$ cat src/rtl/issue_queue_free_list.sv
// Circular free list of issue-queue entry indices: dispatch pops, release lanes and a flush-drain FSM push.
// Optional protocol checking is enabled with `define RSD_IQ_FREE_LIST_CHECK_EN.
module issue_queue_free_list #(
  parameter  int ISSUE_QUEUE_ENTRY_NUM = 16,
  parameter  int DISPATCH_WIDTH        = 2,
  parameter  int RELEASE_WIDTH         = 4,
  localparam int IDX_W                 = $clog2(ISSUE_QUEUE_ENTRY_NUM)
) (
  input  logic                             clk,
  input  logic                             rst,
  input  logic                             stall,
  input  logic [DISPATCH_WIDTH-1:0]        allocate,
  output logic [IDX_W-1:0]                 allocPtr [DISPATCH_WIDTH],
  output logic                             allocatable,
  input  logic [RELEASE_WIDTH-1:0]         releaseEntry,
  input  logic [IDX_W-1:0]                 releasePtr [RELEASE_WIDTH],
  input  logic [ISSUE_QUEUE_ENTRY_NUM-1:0] flushIQ_Entry,
  input  logic                             flushValid,
  output logic                             drainBusy,
  output logic [IDX_W:0]                   freeCount,
  output logic                             error
);

  localparam int CNT_W = IDX_W + 1;
  localparam int SUM_W = $clog2(ISSUE_QUEUE_ENTRY_NUM + RELEASE_WIDTH + 1) + 1;

  typedef enum logic {IDLE, DRAIN} drain_state_e;

  logic [IDX_W-1:0]                 entry_q [ISSUE_QUEUE_ENTRY_NUM];
  logic [IDX_W-1:0]                 head_q, tail_q;
  logic [CNT_W-1:0]                 count_q;
  logic [ISSUE_QUEUE_ENTRY_NUM-1:0] pending_q, pending_d;
  drain_state_e                     state_q, state_d;

  logic [SUM_W-1:0]                 pop_req, pop_n, room, rel_cnt, push_n, push_acc, count_next;
  logic [SUM_W-1:0]                 rel_slot [RELEASE_WIDTH];
  logic [RELEASE_WIDTH-1:0]         rel_acc;
  logic                             drain_valid, drain_acc;
  logic [ISSUE_QUEUE_ENTRY_NUM-1:0] drain_bit;
  logic [IDX_W-1:0]                 drain_idx;

  assign allocatable = (count_q >= CNT_W'(DISPATCH_WIDTH));
  assign drainBusy   = |pending_q;
  assign freeCount   = count_q;

  // Grants come straight from storage; entries pushed this cycle are not visible until next cycle.
  always_comb begin
    for (int i = 0; i < DISPATCH_WIDTH; i++) begin
      allocPtr[i] = entry_q[IDX_W'(head_q + IDX_W'(i))];
    end
  end

  always_comb begin
    pop_req = '0;
    for (int i = 0; i < DISPATCH_WIDTH; i++) begin
      pop_req = pop_req + SUM_W'(allocate[i]);
    end
    pop_n = (!stall && allocatable) ? pop_req : '0;
  end

  // Drain candidate: lowest pending bit, isolated by two's-complement masking.
  always_comb begin
    drain_valid = (state_q == DRAIN) && (|pending_q);
    drain_bit   = pending_q & (~pending_q + ISSUE_QUEUE_ENTRY_NUM'(1));
    drain_idx   = '0;
    for (int b = 0; b < ISSUE_QUEUE_ENTRY_NUM; b++) begin
      if (drain_bit[b]) drain_idx = IDX_W'(b);
    end
  end

  // NOTE: rel_cnt is a running sum inside one combinational pass, so blocking assignment is
  // required here; every output gets a default first so no latch is inferred.
  always_comb begin
    rel_cnt = '0;
    for (int i = 0; i < RELEASE_WIDTH; i++) begin
      rel_slot[i] = rel_cnt;
      if (releaseEntry[i]) rel_cnt = rel_cnt + SUM_W'(1);
    end
    push_n = rel_cnt + SUM_W'(drain_valid);
    room   = SUM_W'(ISSUE_QUEUE_ENTRY_NUM) - SUM_W'(count_q) + pop_n;
    for (int i = 0; i < RELEASE_WIDTH; i++) begin
      rel_acc[i] = releaseEntry[i] && (rel_slot[i] < room);
    end
    drain_acc  = drain_valid && (rel_cnt < room);
    // Pushes beyond the free space are dropped so the count saturates at ENTRY_NUM.
    push_acc   = (push_n > room) ? room : push_n;
    count_next = SUM_W'(count_q) - pop_n + push_acc;
  end

  always_comb begin
    state_d   = state_q;
    pending_d = pending_q;
    unique case (state_q)
      IDLE: begin
        if (flushValid) begin
          pending_d = pending_q | flushIQ_Entry;
          if (pending_d != '0) state_d = DRAIN;
        end
      end
      DRAIN: begin
        // The bit being pushed this cycle is cleared even if the new flush vector sets it again.
        pending_d = (pending_q | (flushValid ? flushIQ_Entry : '0)) & ~drain_bit;
        if (pending_d == '0) state_d = IDLE;
      end
      default: state_d = IDLE;
    endcase
  end

  always_ff @(posedge clk) begin
    if (rst) begin
      state_q   <= IDLE;
      pending_q <= '0;
    end else begin
      state_q   <= state_d;
      pending_q <= pending_d;
    end
  end

  // NOTE: the storage must be reset because its initial contents (k at slot k) are the free list itself.
  always_ff @(posedge clk) begin
    if (rst) begin
      for (int k = 0; k < ISSUE_QUEUE_ENTRY_NUM; k++) begin
        entry_q[k] <= IDX_W'(k);
      end
      head_q  <= '0;
      tail_q  <= '0;
      count_q <= CNT_W'(ISSUE_QUEUE_ENTRY_NUM);
    end else begin
      for (int i = 0; i < RELEASE_WIDTH; i++) begin
        if (rel_acc[i]) entry_q[IDX_W'(tail_q + IDX_W'(rel_slot[i]))] <= releasePtr[i];
      end
      if (drain_acc) entry_q[IDX_W'(tail_q + IDX_W'(rel_cnt))] <= drain_idx;
      head_q  <= head_q + IDX_W'(pop_n);
      tail_q  <= tail_q + IDX_W'(push_acc);
      count_q <= CNT_W'(count_next);
    end
  end

`ifdef RSD_IQ_FREE_LIST_CHECK_EN
  logic error_q, dup_ptr, protocol_err;

  always_comb begin
    dup_ptr = 1'b0;
    for (int i = 0; i < RELEASE_WIDTH; i++) begin
      for (int j = i + 1; j < RELEASE_WIDTH; j++) begin
        if (releaseEntry[i] && releaseEntry[j] && (releasePtr[i] == releasePtr[j])) dup_ptr = 1'b1;
      end
      if (releaseEntry[i] && drain_valid && (releasePtr[i] == drain_idx)) dup_ptr = 1'b1;
    end
    protocol_err = (push_n > room)
                || ((|allocate) && !allocatable && !stall)
                || ((allocate & (allocate + DISPATCH_WIDTH'(1))) != '0)
                || dup_ptr;
  end

  always_ff @(posedge clk) begin
    if (rst)               error_q <= 1'b0;
    else if (protocol_err) error_q <= 1'b1;
  end

  assign error = error_q;
`else
  assign error = 1'b0;
`endif

endmodule

$ cat config.mk
export PLATFORM = sky130hd
export DESIGN_NAME = issue_queue_free_list
export DESIGN_NICKNAME = d
export VERILOG_FILES = /design/src/rtl/issue_queue_free_list.sv
export SDC_FILE = /design/constraint.sdc
export NUM_CORES = 1
export LEC_CHECK = 0
export CAP_MARGIN = 20
export CORE_MARGIN = 1
export CORE_UTILIZATION = 50
export DETAILED_ROUTE_END_ITERATION = 10
export PLACE_DENSITY = 0.73
export SLEW_MARGIN = 20
export SYNTH_ARGS = -nofsm -noshare
export SYNTH_HDL_FRONTEND = slang
export SYNTH_SLANG_ARGS = --single-unit
$ cat constraint.sdc
create_clock -name clk -period 5.8 [get_ports clk]
set_clock_uncertainty 0.15 [all_clocks]
set_input_delay 1.16 -clock clk [delete_from_list [all_inputs] [get_ports clk]]
set_output_delay 1.16 -clock clk [all_outputs]
set_load 0.01 [all_outputs]
== Word level (Yosys, flattened, before mapping) ==
Memories as Yosys holds them, arrays and structs flattened. A register that Yosys moved wholly into a read port is not among the register bits.
Cells that the tools add are included.
Widths: inputs -> output; s select.
Word-level totals
  flip-flop bits (word level): 30
  memory bits (writable): 64
  bits of input ports: 42
  output and inout port bits: 16
  word-level logic and storage cells: 115
  memories kept: 1
Cells by class
  add/sub/neg operators: 17
  magnitude comparators: 7
  eq/ne operators: 1
  multiplexer cells: 61
  bitwise gates (word level): 7
  reductions and logical operators: 16
Memories
  entry_q: depth 16, bits a word 4, read ports 2, clocked after Yosys merged registers in 1, write ports 16, line 29  | logic [IDX_W-1:0] entry_q [ISSUE_QUEUE_ENTRY_NUM];
Operators by type and width (count)
  $mux 4: 25
  $and 16x16->16: 2
  $mux 16: 2
  $not 16->16: 2
  $or 16x16->16: 2
  $pmux 16 s2: 1
  $mux 1: 27
  $add 4x4->4: 5
  $reduce_or 4->1: 5
  $add 6x1->6 const B: 3
  $lt 6x6->1: 3
  $mux 6: 3
  $add 16x1->16 const B: 1
  $logic_not 16->1: 1
  $reduce_bool 16->1: 1
  $reduce_or 16->1: 1
  $logic_and 1x1->1: 7
  $add 6x1->6: 1
  $add 6x2->6: 1
  $gt 6x6->1: 1
  $lt 1x6->1: 1
  $lt 1x6->1 const A: 1
  $sub 5x5->6 const A: 1
  $add 5x5->5: 1
  11 further kinds: 11

== Longest topological paths before layout ==
Gate-level depths: netlist of the first run.
  depth in word-level cells: 19
  gate-level depth with buffers: 26

== Worst setup path after synthesis of the first run ==
Ideal clock, no wire load.
  path kind: input-to-reg
  start: input releaseEntry[0]
  end: register count_q[4] (netlist: freeCount[4])
  arrival: 5.985 ns
  data required time: 5.516 ns
  setup slack: -0.469 ns
  stages: 24
  path buffers: 1
  cell sequence: inv_1 ha_1 and2_1 nor2_1 ha_1 nand2_1 o31ai_1 ha_1 xnor2_1 inv_1 ha_1 maj3_1 a21o_1 o21ba_2 clkbuf_1 mux2_2 fa_1 inv_1 fa_1 inv_1 a21o_1 a21oi_1 xnor2_1 mux4_2
Between the ends
  word-level cells in the longest chain between the ends: 11
RTL lines
  from (decl): line 15  | input logic [RELEASE_WIDTH-1:0] releaseEntry,
  $mux 1 *: line 77  | if (releaseEntry[i]) rel_cnt = rel_cnt + SUM_W'(1);
  $add 6x1->6: line 77
  $mux 6 *: line 77
  $add 6x1->6: line 77
  $mux 6 *: line 77
  $add 6x1->6: line 77
  $mux 6 *: line 77
  $add 6x1->6 *: line 79  | push_n = rel_cnt + SUM_W'(drain_valid);
  $gt 6x6->1: line 86  | push_acc = (push_n > room) ? room : push_n;
  $mux 5 *: line 86
  $add 5x5->5 *: line 87  | count_next = SUM_W'(count_q) - pop_n + push_acc;
  to (signal assigned): line 127  | count_q <= CNT_W'(ISSUE_QUEUE_ENTRY_NUM);
  to (signal assigned): line 135  | count_q <= CNT_W'(count_next);
  to (decl): line 31  | logic [CNT_W-1:0] count_q;
Mark *: on every way between the ends. The rest lies on a longest branch, timed or not.
A chain may end at the register's enable or synchronous reset.

== Worst setup path after layout of the first run ==
  start: input releaseEntry[3]
  end: register count_q[4] (netlist: freeCount[4])
Between the ends
  word-level cells in the longest chain between the ends: 5
RTL lines (line)
  $mux 6 *: 77
  $add 6x1->6 *: 79
  $gt 6x6->1: 86
  $mux 5 *: 86
  $add 5x5->5 *: 87
Marked as above.

==> impl_metrics.toml, run 1 <==
[cells_and_area]
diodes = 0
fin_nets = 1349
layout_common_cells = "nand2_1 (111), nor2_1 (111), buf_4 (87)"
n_fill_cell = 1713
instances_no_fill = 1528
utilization_pct = 59.58
area_delta_synth_final_pct = 17.07
fin_area_sq_mm = 0.01156
layout-drive-gt1-share_pct = 17.10

[timing]
slew_headroom_pct = 24.77
tightest_slew_ns = 1.127
hold_violations = 0
period_share_pct = 97.80
setup_violations = 0
fin_crit_ns = 5.672
timing.fmax_ghz = 0.1763
slew_viol_final = 0

[floorplan]
die_y_um = 142.5
core_sq_mm = 0.01940
die_w_um = 142.5
rows = 51
io_pins = 58
start_util_pct = 50.89
die-area_sq_mm = 0.02031

[pwr]
power_density_mw_per_mm2 = 375.6
leakage_nw = 4.087
fin_total_pwr_mw = 4.341
ir_drop_mv = 0.4969

[synth]
synth_flop_cell = "edfxtp_1"
synth_edf_count = 64
synth.area.top_cells = "edfxtp_1 (19%), mux4_2 (9.4%), dfxtp_1 (6.1%)"
synthArstFlopShare_pct = 0
synth-compound-area-share_pct = 23.16
netlist_instances = 1182
synth_top_area_share_pct = 19.47
synth_area_sq_mm = 0.009872
synthSimpleGateAreaFrac_pct = 25.06
syn_area_per_cell_sq_um = 8.352
synth_top_family_by_area = "simple AND/OR/NAND/NOR gates"
synth_fa_ha_area_share_pct = 6.920
synth-xor-area-share_pct = 2.902
synth_seq_cells = 94
synth_top_area_cell = "edfxtp_1"
ys_warn_count = 0
seq_area_frac_synth_pct = 25.55
synth_mux_area_share_pct = 10.96
synth_cell_types = 82

[global_routing]
gr-usage-all-layers_pct = 36.11
antenna_found_initial = 1
grt_start_max_net_pins = 36
grt_pass1_vias = 9171
overflow = 0
grt_pass1_wl_um = 54530

[placement]
dp_hpwl_um = 28230
io_buffers = 56
placed_area_sq_mm = 0.01115
gp_congestion = 0.9967
dp.cells = 1505

[routing]
drtAntennaViolNets = 0
viasPerCell = 6.955
wire_per_inst_um = 23.81
drcViolationCount = 0
first_pass_iters = 8
first_iter_violations = 1739
routed_wl_um = 36380
vias = 10630

[run]
maxCapViolCount = 0

[clock_network]
numClockSinks = 94
htreeDepth = 3
root_buffer = "clkbuf_16"
cts_tree = "yes"
numCtsBuffers = 9
cts_max_path_buffers = 2
clk_pin_slew_worst_paths_ns = 0.07
clock_latency_ns = 0.36

[status]
outcome = "finished, final reports clean"

[critical_path]
crit_type = "in2reg"
cp-end-kind = "flop"
cp-start-kind = "input port"
rr_worst_depth = 20
critPathRequiredTime_ns = 5.89
worstPathMaxFanout = 2
critPathArrivalTime_ns = 5.76

[hold_path]
hold_class = "reg2reg"
hold_path_depth = 1
what timing repair did:
item / 4_1_cts / 5_1_grt
pin swaps: 8 / 17
setup buffers: 3 / 4
resized for setup: 2 / 26
hold buffers: 0 / 0
endpoints found under the setup margin: 1 / 1
area by class of cell:
type,instances,area [sq um],share of cell area [%]
multi-input cells,954,6969,60.30
flip-flops and latches,94,2524,21.84
repair buffers,147,1260,10.90
well taps,265,331.6,2.869
clock buffers,10,232.7,2.014
inverters,52,195.2,1.689
clock inverters,6,45.04,0.3897
Yosys cell counts, types with 16 or more instances:
cell / count
mux4_2: 41
nand2_1: 113
nand2b_1: 16
dfxtp_1: 30
nand4_1: 34
nor3_1: 47
edfxtp_1: 64
clkbuf_1: 64
o21ai_0: 58
nor2_1: 113
ha_1: 41
nor4_1: 32
xnor2_1: 17
a31oi_1: 53
inv_1: 51
or4_1: 18
o22ai_1: 26
a21oi_1: 61
nand3_1: 28
power breakdown:
group,internal [mW],switching [mW]
sequential,0.892,0.137
clock,0.300,0.275
combinational,1.20,1.54
registers in the layout (all words and copies together), names as in the netlist:
name / count
tail_q: 4
state_q: 1
head_q: 4
entry_q: 64
freeCount: 5
pending_q: 16
metrics by stage:
| stage | hold WS [ns] | setup slack (ns) | setup TNS (ns) |
|---|---|---|---|
| final | 0.4285 | 0.1277 | 0 |
| after global routing | 0.4349 | -0.04612 | -0.04612 |
| after CTS | 0.4165 | 0.05129 | 0 |
| after detailed placement | 0.4019 | -0.5280 | -0.5978 |
| after global placement | 0.3969 | -0.4314 | -0.4397 |
| after floorplan | 0.3523 | -0.01516 | -0.01516 |
critical path, stage by stage:
cell,delay [ns]
clkdlybuf4s50_1,0.50
xor3_1,0.35
ha_1,0.22
ha_2,0.19
xnor2_2,0.16
inv_1,0.07
ha_2,0.18
maj3_2,0.29
a21o_1,0.16
o21ba_4,0.20
mux2_4,0.31
fa_1,0.55
inv_2,0.06
fa_2,0.40
inv_2,0.06
a21o_1,0.13
a21oi_2,0.08
xnor2_2,0.18
mux4_2,0.51
logic make-up after synthesis:
logic type,Yosys count
AO/OA/AOI/OAI,333
flip-flops,94
multiplexers,56
other,1
AND/OR/NAND/NOR,482
buffers and inverters,135
adder cells (fa/ha/maj),50
XOR/XNOR,31
final timing paths:
path | endpoint | slack, ns | startpoint
max | freeCount[4] | 0.13 | releaseEntry[3]
min | pending_q[11] | 0.43 | pending_q[11]
max reg2reg | freeCount[4] | 0.37 | pending_q[11]
min reg2reg | pending_q[11] | 0.43 | pending_q[11]
metal layers:
metal / GRT usage [%] / wire length (um) / up-vias
li1: - / - / 4745
met1: 52.34 / 15090 / 4960
met2: 52.61 / 15050 / 807
met3: 8.715 / 4960 / 115
met4: 11.26 / 1271 / 0
met5: 0 / 0 / -
No activity file was read; power rests on OpenSTA's default activity.
==> run 2, diff against run 1 <==
--- a/config.mk
+++ b/config.mk
@@ -8,6 +8,7 @@
 export CAP_MARGIN = 20
 export CORE_MARGIN = 1
 export CORE_UTILIZATION = 50
+export CTS_BUF_LIST = sky130_fd_sc_hd__clkbuf_8 sky130_fd_sc_hd__clkbuf_16
 export DETAILED_ROUTE_END_ITERATION = 10
 export PLACE_DENSITY = 0.73
 export SLEW_MARGIN = 20
==> impl_metrics.toml, run 2 (synthesis gave the netlist of run 1 again) <==
[status]
outcome = "finished, final reports clean"

[cells_and_area]
largest_reg_flops = 64
fin_area_sq_mm = 0.01155
fin_nets = 1349
layout-drive-gt1-share_pct = 17.02
diodes = 0
n_fill_cell = 1712
regArea_sq_mm = 0.002524
top_register = "entry_q"
multi_input_area_sq_mm = 0.006969
area_delta_synth_final_pct = 17.03
layout_common_cells = "nand2_1 (111), nor2_1 (111), buf_4 (87)"

[clock_network]
cts_max_path_buffers = 2
root_buffer = "clkbuf_16"
hold_buffers = 0
cts_tree = "yes"
clock_latency_ns = 0.36
numClockSinks = 94
htreeDepth = 3
numCtsBuffers = 9
clk_pin_slew_worst_paths_ns = 0.07

[critical_path]
worstPathMaxFanout = 2
cp-end-kind = "flop"
path_cells = "clkdlybuf4s50_1, xor3_1, ha_1, ha_2, xnor2_2, inv_1, ha_2, maj3_2, a21o_1, o21ba_4, mux2_4, fa_1, inv_2, fa_2, inv_2, a21o_1, a21oi_2, xnor2_2, mux4_2"
slowest_stage = "fa_1"
cp-start-kind = "input port"
critPathArrivalTime_ns = 5.76
critPathRequiredTime_ns = 5.89
crit_path_max_incr_delay_ns = 0.55
crit_type = "in2reg"

[floorplan]
rows = 51
die_w_um = 142.5
core_sq_mm = 0.01940
die_y_um = 142.5
io_pins = 58
die-area_sq_mm = 0.02031
start_util_pct = 50.89

[pwr]
leakage_nw = 4.087
ir_drop_mv = 0.4955
power_density_mw_per_mm2 = 374.7
fin_total_pwr_mw = 4.329

[routing]
wire_per_inst_um = 23.71
routed_wl_um = 36230
first_pass_iters = 9
vias = 10570
drtAntennaViolNets = 0
drcViolationCount = 0
first_iter_violations = 1800
viasPerCell = 6.915

[timing]
hold_violations = 0
slew_viol_final = 0
setup_slack_ns = 0.1288
setup_violations = 0
slew_headroom_pct = 25.77
timing.fmax_ghz = 0.1763
period_share_pct = 97.78
holdWs_ns = 0.4249
fin_crit_ns = 5.671
tightest_slew_ns = 1.112

[placement]
io_buffers = 56
dp_hpwl_um = 28230
placed_area_sq_mm = 0.01115
dp_slack_ns = -0.5280
gp_congestion = 0.9967

[hold_path]
hold_class = "reg2reg"

[global_routing]
grt_start_max_net_pins = 36
grt_pass1_wl_um = 54540
gr-usage-all-layers_pct = 36.11
grt_pass1_vias = 9174
antenna_found_initial = 1
overflow = 0

[run]
maxCapViolCount = 0
## run 2: cell types whose count changed in the layout (fill, tap and decap cells not counted), sizes merged
cell    change
inv         +1
clkbuf      -1
## run 2: area by class of cell
type / instances / share of cell area [%]
clock buffer: 9 / 1.949
clock inverter: 7 / 0.4224
inverter: 52 / 1.689
multi-input combinational: 954 / 60.32
sequential: 94 / 21.84
tap: 265 / 2.870
timing repair buffer: 147 / 10.91
## run 2: through the flow
| step | std cells | util, % | setup TNS, ns |
|---|---|---|---|
| finish | 1528 | 59.56 | 0 |
| global placement | 1505 | 57.47 | -0.4397 |
| CTS | 1524 | 58.98 | 0 |
| floorplan | 1183 | - | -0.01516 |
| global route | 1528 | 59.56 | -0.04612 |
| detailed placement | 1505 | 57.47 | -0.5978 |
## run 2: final timing paths
check	startpoint	endpoint	slack [ns]	cells after the start
setup reg to reg	pending_q[11]	freeCount[4]	0.39	20
hold / removal	pending_q[11]	pending_q[11]	0.42	1
setup / recovery	releaseEntry[3]	freeCount[4]	0.13	19
hold reg to reg	pending_q[11]	pending_q[11]	0.42	1
## run 2: timing repair
action,4_1_cts,5_1_grt
buffers inserted,3,4
resized for setup,2,26
endpoints found under the setup margin,1,1
pin swaps,8,17
## run 2: worst max-delay path, delay by kind of cell
kind                     cells  cell delay (ns)
multiplexers                 2             0.82
buffers and inverters        4             0.69
adder cells (fa/ha/maj)      6             1.83
XOR/XNOR                     3             0.69
AO/OA/AOI/OAI                4             0.57
## run 2: power by group
group / switching, mW / internal [mW]
Combinational: 1.54 / 1.20
Sequential: 0.134 / 0.892
Clock: 0.273 / 0.293
Total: 1.95 / 2.38
## run 2: routing by layer
| layer | up-vias | GRT usage, % | share of wire [%] |
|---|---|---|---|
| met5 | - | 0 | 0 |
| met4 | 0 | 11.26 | 3.7 |
| met1 | 4929 | 52.37 | 42 |
| li1 | 4744 | - | - |
| met3 | 122 | 8.715 | 13 |
| met2 | 771 | 52.58 | 41 |
